### config.mk
export PLATFORM = sky130hd
export DESIGN_NAME = fir_tap_ctrl8
export DESIGN_NICKNAME = d
export VERILOG_FILES = /design/src/rtl/fir_pkg.sv /design/src/rtl/fir_coef_bank.sv /design/src/rtl/fir_tap_ctrl8.sv
export SDC_FILE = /design/constraint.sdc
export NUM_CORES = 1
export LEC_CHECK = 0
export ABC_CLOCK_PERIOD_IN_PS = 17100
export CORE_MARGIN = 4
export CORE_UTILIZATION = 49
export CTS_CLUSTER_DIAMETER = 50
export DETAILED_ROUTE_END_ITERATION = 10
export PLACE_DENSITY = 0.78
export SLEW_MARGIN = 20
export SYNTH_ARGS = -nofsm -noshare
export SYNTH_HDL_FRONTEND = slang
export SYNTH_SLANG_ARGS = --single-unit
### constraint.sdc
create_clock -name clk -period 17.1 [get_ports clk]
set_input_delay 2.565 -clock clk [delete_from_list [all_inputs] [get_ports clk]]
set_output_delay 2.565 -clock clk [all_outputs]
set_load 0.01 [all_outputs]
### src/rtl/fir_pkg.sv
// rtl/fir_pkg.sv - shared types and constants for the 8-tap FIR controller
package fir_pkg;

    localparam int FIR_NTAP = 8;
    localparam int FIR_DW   = 32;
    localparam int FIR_AW   = 3;

    // IEEE-754 single +0.0
    localparam logic [31:0] FP_ZERO = 32'h0000_0000;

    typedef enum logic [1:0] {
        ST_IDLE  = 2'd0,
        ST_FLUSH = 2'd1,
        ST_RUN   = 2'd2
    } fir_state_t;

endpackage

### src/rtl/fir_coef_bank.sv
// rtl/fir_coef_bank.sv - shadow/active coefficient register banks
// Ports:
//   clk, rst           clock, asynchronous active-high reset
//   wr_en/addr/data    shadow write port (addresses >= NTAP are dropped)
//   commit             copy shadow (with any same-cycle write) to active
//   coef_out           active bank, word 0 in the low DW bits
module fir_coef_bank
    import fir_pkg::*;
#(
    parameter int NTAP = FIR_NTAP,
    parameter int DW   = FIR_DW,
    parameter int AW   = FIR_AW
) (
    input  logic               clk,
    input  logic               rst,
    input  logic               wr_en,
    input  logic [AW-1:0]      wr_addr,
    input  logic [DW-1:0]      wr_data,
    input  logic               commit,
    output logic [NTAP*DW-1:0] coef_out
);

    logic [DW-1:0] shadow     [NTAP];
    logic [DW-1:0] active     [NTAP];
    logic [DW-1:0] shadow_nxt [NTAP];

    // The write is merged before the commit samples it, so a write and a
    // commit in the same cycle land together in the active bank. An address
    // that matches no tap index simply updates nothing.
    always_comb begin
        for (int i = 0; i < NTAP; i++) begin
            shadow_nxt[i] = shadow[i];
            if (wr_en && (wr_addr == AW'(i))) begin
                shadow_nxt[i] = wr_data;
            end
        end
    end

    always_ff @(posedge clk or posedge rst) begin
        if (rst) begin
            for (int i = 0; i < NTAP; i++) begin
                shadow[i] <= '0;
                active[i] <= '0;
            end
        end else begin
            for (int i = 0; i < NTAP; i++) begin
                shadow[i] <= shadow_nxt[i];
                if (commit) begin
                    active[i] <= shadow_nxt[i];
                end
            end
        end
    end

    for (genvar g = 0; g < NTAP; g++) begin : g_flat
        assign coef_out[g*DW +: DW] = active[g];
    end

endmodule

### src/rtl/fir_tap_ctrl8.sv
// rtl/fir_tap_ctrl8.sv - sequencer and coefficient manager for the 8-tap FIR
// Ports:
//   clk, rst                      clock, asynchronous active-high reset
//   in_valid/in_data/in_ready     sample input stream
//   cfg_valid/addr/data           coefficient write to shadow bank
//   cfg_commit/cfg_ready          promote shadow to active, handshake
//   x_out                         registered sample to datapath (0.0 on gaps)
//   coef_out                      active bank, b1 in low word
//   out_valid                     datapath output valid this cycle
//   busy                          delay-line flush in progress
module fir_tap_ctrl8
    import fir_pkg::*;
#(
    parameter int NTAP = FIR_NTAP,
    parameter int DW   = FIR_DW,
    parameter int AW   = FIR_AW
) (
    input  logic               clk,
    input  logic               rst,
    input  logic               in_valid,
    input  logic [DW-1:0]      in_data,
    output logic               in_ready,
    input  logic               cfg_valid,
    input  logic [AW-1:0]      cfg_addr,
    input  logic [DW-1:0]      cfg_data,
    input  logic               cfg_commit,
    output logic               cfg_ready,
    output logic [DW-1:0]      x_out,
    output logic [NTAP*DW-1:0] coef_out,
    output logic               out_valid,
    output logic               busy
);

    fir_state_t    state, state_nxt;
    logic [AW-1:0] flush_cnt, flush_cnt_nxt;
    logic          cfg_wr;
    logic          cfg_cm;

    assign cfg_wr = cfg_valid  & cfg_ready;
    assign cfg_cm = cfg_commit & cfg_ready;

    always_ff @(posedge clk or posedge rst) begin
        if (rst) begin
            state     <= ST_IDLE;
            flush_cnt <= '0;
        end else begin
            state     <= state_nxt;
            flush_cnt <= flush_cnt_nxt;
        end
    end

    always_comb begin
        state_nxt     = state;
        flush_cnt_nxt = flush_cnt;
        in_ready      = 1'b0;
        cfg_ready     = 1'b1;
        busy          = 1'b0;
        case (state)
            ST_IDLE: begin
                if (cfg_cm) begin
                    state_nxt     = ST_FLUSH;
                    flush_cnt_nxt = '0;
                end
            end
            ST_FLUSH: begin
                cfg_ready = 1'b0;
                busy      = 1'b1;
                if (flush_cnt == AW'(NTAP-2)) begin
                    state_nxt     = ST_RUN;
                    flush_cnt_nxt = '0;
                end else begin
                    flush_cnt_nxt = flush_cnt + 1'b1;
                end
            end
            ST_RUN: begin
                in_ready = 1'b1;
                if (cfg_cm) begin
                    state_nxt     = ST_FLUSH;
                    flush_cnt_nxt = '0;
                end
            end
            default: begin
                state_nxt     = ST_IDLE;
                flush_cnt_nxt = '0;
            end
        endcase
    end

    // The datapath shifts every cycle, so anything other than an accepted
    // sample is fed as 0.0; this is also what flushes the delay line.
    always_ff @(posedge clk or posedge rst) begin
        if (rst) begin
            x_out     <= DW'(FP_ZERO);
            out_valid <= 1'b0;
        end else if (in_ready && in_valid) begin
            x_out     <= in_data;
            out_valid <= 1'b1;
        end else begin
            x_out     <= DW'(FP_ZERO);
            out_valid <= 1'b0;
        end
    end

    fir_coef_bank #(
        .NTAP (NTAP),
        .DW   (DW),
        .AW   (AW)
    ) u_bank (
        .clk      (clk),
        .rst      (rst),
        .wr_en    (cfg_wr),
        .wr_addr  (cfg_addr),
        .wr_data  (cfg_data),
        .commit   (cfg_cm),
        .coef_out (coef_out)
    );

endmodule

# [Word level (Yosys, flattened, before mapping)]
# Index checks and enable logic that the tools add are counted.
# Widths: inputs -> output; s select.
[word_totals] out_inout_bits=292 reg_bits=550 wordCells=67 inputBits=72
[op_classes] addsub=1 reduce_logical=13 n_eq_ne=12 bitwise=2 mux=19
[ops] op="$mux 32" n=9
[ops] op="$eq 3x3->1 const B" n=5
[ops] op="$logic_and 1x1->1" n=9
[ops] op="$eq 3x2->1 const B" n=2
[ops] op="$mux 3" n=2
[ops] op="$pmux 3 s2" n=1
[ops] op="$mux 1" n=4
[ops] op="$mux 2" n=2
[ops] op="$pmux 2 s2" n=1
[ops] op="$add 3x1->3 const B" n=1
[ops] op="$eq 3x1->1 const B" n=1
[ops] op="$logic_not 3->1" n=1
[ops] op="$and 1x1->1" n=2
[ops] op="$eq 2x1->1 const B" n=1
[ops] op="$eq 2x2->1 const B" n=1
[ops] op="$logic_not 2->1" n=1
[ops] op="$ne 2x1->1 const B" n=1
[ops] op="$ne 2x2->1 const B" n=1
[ops] op="$reduce_and 2->1" n=1
[ops] op="$reduce_or 2->1" n=1

# [Longest topological paths before layout]
[depth] depth_word=5 ltp_mapped=8 depth_no_buf=4

# [Modules after synthesis]
# Synthesis repeated with hierarchy kept, for this count alone.
[unflattened] hier_cells=1193 hier_area_um2=21274.2
[modules_own_cells] module="fir_coef_bank" seq_area_each_um2=12812.3 instances=1 cells_per_inst=1092 area_each_um2=19924.1
[modules_own_cells] module="fir_tap_ctrl8" seq_area_each_um2=950.9 instances=1 cells_per_inst=101 area_each_um2=1350.0

# [Worst setup path after synthesis]
# Ideal clock, no wire load.
[synth_timing] path_kind="in2reg" startpoint="in cfg_addr[0]" endpoint="reg u_bank.shadow[100] (netlist bit)" stages=5 t_arrival_ns=3.859 n_path_buf=2 t_required_ns=16.975 slack_ns=13.116 setup_ns=0.125 path_cell_list="or3b_1 or3_1 buf_4 buf_6 mux2_4"
[synth_lines] element="from (decl)" line_no="fir_tap_ctrl8.sv:24" text="input logic [AW-1:0] cfg_addr,"
[synth_lines] element="to (signal, indexed assignment)" line_no="fir_coef_bank.sv:47" text="shadow[i] <= shadow_nxt[i];"
[synth_lines] element="to (decl)" line_no="fir_coef_bank.sv:23" text="logic [DW-1:0] shadow [NTAP];"

==> impl_metrics.py <==
metrics = {
    "finish": {
        "drive_gt1_share_pct": 17.2,
        "finalNetCount": 2212,
        "syn_to_final_growth_pct": 23.9,
        "fin_cells": 2803,
        "antenna_cells": 0,
    },
    "clock_tree": {
        "ctsHoldBuffers": 0,
        "htree_num_levels": 2,
        "cts_sinks": 550,
        "cts_setup_buffers": 0,
        "clockRootBuffer": "clkbuf_16",
        "numCtsBuffers": 59,
        "cts.clk_slew.worst_paths_ns": 0.06,
        "cts_tree": "done",
        "cts_buffer_depth": 3,
        "cts.repair.resized": 0,
        "clock_latency_ns": 0.61,
    },
    "worst_setup_path": {
        "ff2ff_setup_slack_ns": 13.13,
        "r2r-start": "state[0]$_DFFE_PP0P_",
        "worstSetupPathType": "primary input to flip-flop",
        "endpoint_kind": "flip-flop",
        "worstPathArrival_ns": 5.87,
        "crit_path_max_fanout": 86,
        "rr_endpoint": "u_bank.shadow[170]$_DFF_PP0_",
        "critPathLaunchType": "primary input",
        "r2r_cells": 6,
        "required_ns": 17.58,
    },
    "sta": {
        "period_needed_ns": 5.39,
        "slew_headroom_pct": 20.7,
        "maxSlewViolCount": 0,
        "fin_hold_ws_ns": 0.493,
        "setup_viol_count_final": 0,
        "fin_crit_sh_pct": 31.5,
        "skew_ns": 0.0184,
        "tightest_slew_ns": 1.19,
        "setup_ws_ns": 11.71,
        "finalSetupTns_ns": 0,
        "max_freq_mhz": 185,
        "hold_violations": 0,
        "rsz0062_at_grt": "no",
    },
    "pwr": {
        "power.density_nw_per_um2": 172,
        "total_power_mw": 5.11,
        "ir_drop_v": 0.000140,
        "leakagePower_nw": 12.1,
    },
    "route": {
        "post_drt_wl_per_cell_um": 28.3,
        "drc": 0,
        "avgViaCountPerCell": 6.92,
        "drt_iter0_drc": 2673,
        "wirelength_mm": 79.4,
        "num_vias": 19400,
        "first_pass_iters": 6,
        "drtAntennaViolNets": 0,
    },
    "synthesis": {
        "netlist_instances": 1934,
        "ys_types": 30,
        "yosysSeqAreaShare_pct": 57.3,
        "netlist_area_um2": 24000,
        "syn_area_per_cell_um2": 12.4,
        "synth_nets": 2006,
        "yosysWarnings": 0,
        "synth.ff_latch_count": 550,
    },
    "place": {
        "dp.cells": 2694,
        "portBuffers": 363,
        "dp_hpwl_mm": 47.9,
        "place_congestion": 0.852,
        "pre_cts_ws_ns": 10.98,
    },
    "outcome": {
        "run_status": "finished clean",
    },
    "hold_path": {
        "worstHoldPathCells": 1,
        "hold_path_end": "u_bank.shadow[14]$_DFF_PP0_",
        "hp-class": "flip-flop to flip-flop",
        "min-delay-start": "u_bank.shadow[14]$_DFF_PP0_",
    },
    "global_route": {
        "first_global_vias": 19400,
        "grt_max_degree": 229,
        "antenna_found_initial": 1,
        "globalRouteTotalUtil_pct": 29.3,
        "grt_pass1_wl_mm": 122,
        "grt-ovfl-total": 0,
    },
    "die": {
        "start_util_pct": 50.0,
        "die-area_um2": 52600,
        "die_h_um": 229,
        "core_region_area_um2": 48000,
        "rows": 80,
        "io-pin-count": 364,
        "die_x_um": 229,
    },
    "run": {
        "drv_cap": 0,
    },
}
-- registers in the layout (all words and copies together), names as in the netlist --
register and count:
state 2, x_out 32, u_bank.shadow 256, flush_cnt 3, u_bank.coef_out 256, out_valid 1
-- layer usage --
layer,part of all wire [%],GRT usage (%),vias up
met3,11,8.85,138
met1,42,42.9,10000
met5,0.018,0,-
met2,45,42.5,1145
met4,2.7,8.46,2
li1,-,-,8101
-- worst max path at each step --
| stage | startpoint | to | slack, ns | cells past startpoint |
|---|---|---|---|---|
| 2_1_floorplan | rst | flush_cnt[0]$_DFFE_PP0P_ | 7.05 | 1 |
| 3_3_place_gp | rst | u_bank.coef_out[71]$_DFFE_PP0P_ | 11.10 | 5 |
| 3_5_place_dp | rst | u_bank.shadow[170]$_DFF_PP0_ | 10.98 | 5 |
| 4_1_cts | rst | u_bank.shadow[170]$_DFF_PP0_ | 11.61 | 5 |
| 5_1_grt | rst | u_bank.coef_out[201]$_DFFE_PP0P_ | 11.33 | 5 |
| 6_report | cfg_addr[2] | u_bank.shadow[170]$_DFF_PP0_ | 11.71 | 6 |
-- worst max-delay path, stage by stage --
cell    delay [ns]
buf_4         0.10
buf_4         0.54
buf_4         0.92
or3_2         0.70
buf_4         0.52
mux2_2        0.39
-- metrics by stage --
| step | util, % | area, µm² |
|---|---|---|
| finish | 61.9 | 29800 |
| global route | 61.9 | 29800 |
| CTS | 61.9 | 29700 |
| detailed placement | 57.6 | 27700 |
| global placement | 57.6 | 27700 |
| floorplan | - | 24000 |
-- Yosys cell counts, drive strengths merged --
cell type    n  share of area (%)
nor2         2              0.031
nor2b        1              0.026
o211ai     256                8.0
a32o        24                1.0
o21ai      259                5.4
dfrtp      550                 57
nor4b        1              0.036
inv          5              0.078
clkbuf     192                3.0
nand3       33               0.69
nand2        5              0.078
and3        32               0.83
a22o         1              0.036
o22ai        1              0.026
nand2b       1              0.026
o2111ai    256                9.3
and4        12               0.44
nand3b       2              0.062
o32ai        1              0.036
or3          8               0.21
or3b         1              0.036
mux2       233                 12
and2         1              0.026
buf         57                1.3
-- cell type report --
type | count | area (µm²)
clock buffer | 89 | 1840
clock inverter | 20 | 214
fill | 3608 | 18300
inverter | 5 | 35.0
multi-input combinational | 1130 | 9230
sequential | 550 | 13800
tap | 615 | 769
timing repair buffer | 394 | 3900
-- cells by family after synthesis --
group                  Yosys count  synth area share [%]
and+or+nand+nor                 99                  2.49
AOI/OAI and AO/OA              798                  23.8
DFF                            550                  57.3
muxes                          233                  12.0
buffers and inverters          254                  4.41
-- where the power goes --
part / internal, mW / switching, mW / total, mW
combinational: 0.814 / 0.838 / 1.65
clock: 0.790 / 0.536 / 1.33
sequential: 1.80 / 0.328 / 2.13
-- layout by cell type, fill, tap and decap left out, types with 2 or more instances in the layout --
cell / n
mux2_4: 66
inv_6: 6
clkbuf_16: 61
clkinvlp_4: 4
mux2_1: 6
or3_2: 5
clkbuf_1: 7
inv_8: 2
mux2_2: 161
buf_12: 2
clkdlybuf4s50_1: 361
clkbuf_8: 21
a32o_1: 24
clkinv_2: 7
dfrtp_1: 550
buf_6: 2
nand2_1: 5
o2111ai_1: 256
and4_1: 12
or3_4: 3
and3_1: 32
nand3b_1: 2
bufinv_16: 3
buf_4: 28
nand3_1: 32
o211ai_1: 256
o21ai_0: 259
nor2_1: 2
(Power assumes the default switching activity.)
